## src/rtl/inst_fetch_unit.sv

```systemverilog
// Instruction-fetch stage: owns the PC, addresses a combinational instruction
// ROM, buffers {pc, instr} pairs in a small FIFO and hands them to decode.
// A redirect flushes every buffered word and restarts fetching at the target.
module inst_fetch_unit #(
  parameter logic [31:0] RESET_PC   = 32'h0000_0000,
  parameter int          FIFO_DEPTH = 2
) (
  input  logic        clk,
  input  logic        reset,
  input  logic        fetch_en,
  output logic [31:0] instr_addr,
  input  logic [31:0] instr_data,
  input  logic        redirect_valid,
  input  logic [31:0] redirect_pc,
  output logic        out_valid,
  input  logic        out_ready,
  output logic [31:0] out_instr,
  output logic [31:0] out_pc
);

  localparam int PW = $clog2(FIFO_DEPTH);
  localparam logic [PW:0]   DEPTH_C = (PW + 1)'(FIFO_DEPTH);
  localparam logic [PW:0]   CNT_ONE = (PW + 1)'(1);
  localparam logic [PW-1:0] PTR_ONE = PW'(1);

  // Handshake: a word transfers to decode on any rising edge where
  // out_valid && out_ready. out_valid is a pure function of registered
  // occupancy, and while out_ready is low the head word and its PC hold.

  logic [31:0]   pc;
  logic [31:0]   mem_pc    [FIFO_DEPTH];
  logic [31:0]   mem_instr [FIFO_DEPTH];
  logic [PW-1:0] wr_ptr;
  logic [PW-1:0] rd_ptr;
  logic [PW:0]   count;
  logic          push;
  logic          pop;
  logic          unused_bits;

  // Targets are always word aligned; the low redirect bits are dropped.
  assign unused_bits = ^redirect_pc[1:0];

  assign instr_addr = pc;
  assign out_valid  = (count != '0);
  assign pop        = out_valid & out_ready;
  // A full FIFO still accepts a word when the head leaves in the same cycle.
  assign push       = fetch_en & ~redirect_valid & ((count < DEPTH_C) | pop);

  // Head presentation, forced to zero when nothing is buffered.
  always_comb begin
    out_instr = 32'h0;
    out_pc    = 32'h0;
    if (out_valid) begin
      out_instr = mem_instr[rd_ptr];
      out_pc    = mem_pc[rd_ptr];
    end
  end

  // PC, pointers and occupancy; reset beats redirect, redirect beats fetch.
  always_ff @(posedge clk) begin
    if (reset) begin
      pc     <= RESET_PC;
      wr_ptr <= '0;
      rd_ptr <= '0;
      count  <= '0;
    end else if (redirect_valid) begin
      pc     <= {redirect_pc[31:2], 2'b00};
      wr_ptr <= '0;
      rd_ptr <= '0;
      count  <= '0;
    end else begin
      if (push) begin
        pc     <= pc + 32'd4;
        wr_ptr <= wr_ptr + PTR_ONE;
      end
      if (pop) begin
        rd_ptr <= rd_ptr + PTR_ONE;
      end
      case ({push, pop})
        2'b10:   count <= count + CNT_ONE;
        2'b01:   count <= count - CNT_ONE;
        default: count <= count;
      endcase
    end
  end

  // Entry storage; contents are only observed while counted as occupied.
  always_ff @(posedge clk) begin
    if (!reset && !redirect_valid && push) begin
      mem_pc[wr_ptr]    <= instr_addr;
      mem_instr[wr_ptr] <= instr_data;
    end
  end

endmodule

```

## config.mk

```make
export PLATFORM = sky130hd
export DESIGN_NAME = inst_fetch_unit
export DESIGN_NICKNAME = d
export VERILOG_FILES = /design/src/rtl/inst_fetch_unit.sv
export SDC_FILE = /design/constraint.sdc
export NUM_CORES = 1
export LEC_CHECK = 0
export CAP_MARGIN = 20
export CELL_PAD_IN_SITES_DETAIL_PLACEMENT = 1
export CELL_PAD_IN_SITES_GLOBAL_PLACEMENT = 1
export CORE_MARGIN = 5
export CORE_UTILIZATION = 35
export CTS_BUF_LIST = sky130_fd_sc_hd__clkbuf_4 sky130_fd_sc_hd__clkbuf_8
export DETAILED_ROUTE_END_ITERATION = 7
export PLACE_DENSITY = 0.81
export SETUP_SLACK_MARGIN = 0.3
export SLEW_MARGIN = 20
export SYNTH_ARGS = -nofsm -noshare
export SYNTH_HDL_FRONTEND = slang
export SYNTH_SLANG_ARGS = --single-unit
```

## constraint.sdc

```tcl
create_clock -name clk -period 12.3 [get_ports clk]
set_input_delay 3.69 -clock clk [delete_from_list [all_inputs] [get_ports clk]]
set_output_delay 3.69 -clock clk [all_outputs]
set_load 0.05 [all_outputs]
```

Word level (Yosys, flattened, before mapping)
Memory sizes are Yosys's and may differ from the RTL's. A register that Yosys moved wholly into a read port is not among the register bits.
Cells that the tools add are included.
Cells by class
  add/subtract/negate cells: 5
  order comparisons: 1
  equal/unequal tests: 2
  multiplexer cells: 11
  bitwise gates (word level): 5
  reduce and logical (&&, ||, !) cells: 8
Operator list (number)
  $mux 32: 4
  $add 32x3->32 const B: 1
  $mux 1: 6
  $reduce_bool 2->1: 3
  $pmux 2 s2: 1
  $and 1x1->1: 3
  $add 1x1->1 const B: 2
  $add 2x1->2 const B: 1
  $eq 2x1->1 const B: 1
  $eq 2x2->1 const B: 1
  $logic_and 1x1->1: 2
  $logic_not 1->1: 2
  $lt 2x2->1 const B: 1
  $reduce_or 2->1: 1
  $sub 2x1->2 const B: 1
  $not 1->1: 1
  $or 1x1->1: 1
Storage, ports and cells
  bits in registers: 36
  bits in writable memories: 128
  output and inout bits: 97
  memories kept: 2
Memories
  mem_instr: depth 2, bits a word 32, rd ports 1, clocked after memory_dff 1, write ports 1, line 32  | logic [31:0] mem_instr [FIFO_DEPTH];
  mem_pc: depth 2, bits a word 32, rd ports 1, clocked after memory_dff 1, write ports 1, line 31  | logic [31:0] mem_pc [FIFO_DEPTH];

Depth between registers and ports, before layout
  depth after elaboration: 7
  gate-level depth with buffers: 9
  mapped depth without buffers: 7

Worst setup path after synthesis
No wires, ideal clock.
  path type: in2reg
  start point: input port out_ready
  end point: memory mem_instr[0][0] (enable)
  setup time: 0.558 ns
  arrival: 8.655 ns
  path slack: 3.087 ns
  cell stages on the path: 4
  path buffers: 1
  cell sequence: nand2b_1 -> clkbuf_1 -> nand2_1 -> nor3_1
On the way
  cells in the longest elaborated chain, start to end: 6
RTL lines
  start, declared: line 16  | input logic out_ready,
  $and 1x1->1: line 45  | assign pop = out_valid & out_ready;
  $or 1x1->1: line 47  | assign push = fetch_en & ~redirect_valid & ((count < DEPTH_C) | pop);
  $and 1x1->1: line 47
  $logic_and 1x1->1: line 89  | if (!reset && !redirect_valid && push) begin
  $mux 1: line 89
  $mux 1 (implied by the code): line 91  | mem_instr[wr_ptr] <= instr_data;
  end, declared: line 32
No other way between the ends.

Worst setup path after layout
  start point: input port out_ready
  end point: memory mem_instr[1][0] (enable)
Same word-level chain as after synthesis.

==> qor.yml <==
die:
  fp-row-count: 51
  start_util_pct: 35.2
  dieArea_um2: 22300
  die_width_um: 149
  ios: 166
  coreArea_um2: 19300
  die_y_um: 149
synth:
  yosys.area_share.simple_pct: 14.1
  synthMuxAreaShare_pct: 9.14
  synth_compound_area_share_pct: 6.52
  synth_edf_count: 124
  yosysWarnings: 0
  seq_area_frac_synth_pct: 65.2
  syn-mean-instance-area_um2: 12.7
  synthAdderAreaFrac_pct: 0.369
  synth_xor_area_share_pct: 1.42
  async_flop_share_pct: 0
  syn-instance-count: 536
  synth_top_flop_cell: "edfxtp_1"
  yosysUniqueCellTypes: 49
  synth.cell_area_um2: 6790
  synth_top_family_by_area: "simple AND/OR/NAND/NOR gates"
  ys_seq_elements: 159
power:
  irDropWorstVdd_v: 0.0000601
  static-leakage-power_nw: 2.87
  powerDensity_nw_per_um2: 125
global_routing:
  grt_start_max_net_pins: 63
  globalRouteOverflowTotal: 0
  grt_pass1_vias: 5291
  track_usage_pct: 16.3
  grt_pass1_wl_um: 28400
  antenna_found_initial: 0
worst_hold_path:
  min_from: "instr_addr[12]"
  hp-class: "register to register"
layout:
  area.growth.synth_to_final_pct: 33.0
  multi_input_area_um2: 2180
  seq_area_um2: 4430
  final_nets: 754
  n_antenna_cell: 0
  mostFrequentLayoutCells: "159 x clkdlybuf4s50_1, 124 x edfxtp_1, 89 x nor2_1, 62 x mux2i_1, 34 x dfxtp_1"
  drive_gt1_share_pct: 6.90
  postLayoutCoreUtil_pct: 46.9
  final_common_cell: "clkdlybuf4s50_1"
  fill_cells: 2026
placed_design:
  dp_hpwl_um: 12500
  gp_congestion: 0.803
  port_buffers: 159
drt:
  wl_per_cell_um: 19.0
  drt_pass1_iterations: 5
  drt_wl_total_um: 18200
  via_per_inst: 5.17
  ant_nets: 0
  remaining_drc_errors: 0
  route.vias.total: 4965
  drt_iter0_markers: 258
clock_network:
  cts_buffers: 17
  cts.sinks: 159
  clk_latency_ps: 440
  clock_path_buffers: 2
  hold_buffers: 0
  cts_setup_buffers: 0
  ctsResizeCount: 0
  clkTransAtPathRegs_ps: 80
  cts_max_level: 4
  cts_root_buf: "clkbuf_8"
  cts_tree: "yes"
worst_setup_path:
  r2r_start: "count[1]"
  crit_required_ps: 12370
  cp_cell_sequence: "clkdlybuf4s50_1, nand2b_1, nand2_1, nor3_2, buf_4"
  critPathKind: "primary input to register"
  startpoint: "out_ready"
  crit_slowest_cell: "nor3_2"
  crit_buf_inv: 2
  endpoint_kind: "register"
  start_kind: "primary input"
  crit_family: "simple AND/OR/NAND/NOR gates"
  cp_slowest_stage_delay_ps: 930
  worst-endpoint-arrival_ps: 6740
  worstPathMaxFanout: 50
run_status:
  status: "finished clean"
sta:
  fmax_ghz: 0.150
  period_needed_ps: 6670
  rsz0062_at_grt: "no"
  period_share_pct: 54.2
  setup_tns_ps: 0
  maxSlewViolCount: 0
  tightest_slew_ps: 1070
  setup_viol: 0
  slew_headroom_pct: 28.6
  clock_skew_ps: 12.5
  hold_violations: 0
run:
  drv_cap: 0
## kinds of logic (layout without fill, tap and decap cells)
kind of cell               Yosys count  after routing
AOI/OAI and AO/OA                   56             56
adders and majority gates            2              2
muxes                               62             62
DFF                                159            159
xor gates and xnor gates            11             11
and+or+nand+nor                    193            193
buffers and inverters               52            209
other                                1              4
## stage by stage
stage / power, mW / std cells / hold slack (ps) / setup WS (ps) / area (um^2)
global route: 1.18 / 961 / 578 / 5430 / 9030
floorplan: 0.706 / 539 / 472 / 3090 / 6800
CTS: 1.14 / 960 / 551 / 5640 / 9000
detailed placement: 0.772 / 928 / 526 / 5170 / 8610
global placement: 0.767 / 928 / 493 / 5300 / 8610
finish: 1.13 / 961 / 550 / 5630 / 9030
## metal layers
metal / part of all wire, % / vias up / global-route usage [%]
met5: 0 / - / 0
met4: 1.6 / 0 / 5.13
met3: 5.6 / 17 / 4.19
met2: 49 / 160 / 27.9
met1: 44 / 2474 / 20.3
li1: - / 2314 / -
## final cells by class
type | count | share of cell area (%)
sequential | 159 | 49.0
multi-input combinational | 328 | 24.2
clock inverter | 8 | 0.901
timing repair buffer | 165 | 18.3
inverter | 12 | 0.499
tap | 265 | 3.67
clock buffer | 24 | 3.38
## power breakdown
| part | internal (mW) | total (mW) | switching [mW] |
|---|---|---|---|
| sequential | 0.595 | 0.613 | 0.0181 |
| combinational | 0.0556 | 0.147 | 0.0912 |
| clock | 0.186 | 0.372 | 0.186 |
## final timing paths
path | slack (ps) | endpoint | cells past startpoint
hold reg to reg | 550 | mem_pc[0][12] | 0
setup reg to reg | 9040 | mem_instr[1][0] | 4
hold / removal | 550 | mem_pc[0][12] | 0
setup / recovery | 5630 | mem_instr[1][0] | 5
## synthesized netlist by cell type (5+ instances only)
cell type | number | area (um^2)
nor4_1 | 8 | 50.1
dfxtp_1 | 35 | 701
xor2_1 | 8 | 70.1
a2111oi_0 | 9 | 78.8
a31oi_1 | 6 | 37.5
and4_1 | 5 | 43.8
nand2_1 | 17 | 63.8
inv_1 | 11 | 41.3
mux2i_1 | 62 | 621
edfxtp_1 | 124 | 3720
nor2_1 | 90 | 338
nand4_1 | 15 | 93.8
nor3_1 | 8 | 40.0
nand3_1 | 16 | 80.1
clkbuf_1 | 27 | 101
a211oi_1 | 7 | 52.6
and3_1 | 10 | 62.6
and2_1 | 5 | 31.3
a311oi_1 | 12 | 105
## worst reg2reg max path: stages, from the launching register on
cell and delay [ps]:
dfxtp_1 360, nand2b_1 470, nand2_1 370, nor3_2 930, buf_4 740
## registers in the layout, summed over array words and instances (netlist names), named ones only
signal / cells
mem_instr: 64
mem_pc: 60
instr_addr: 30
count: 2
rd_ptr: 1
wr_ptr: 1
(Power assumes the default switching activity.)
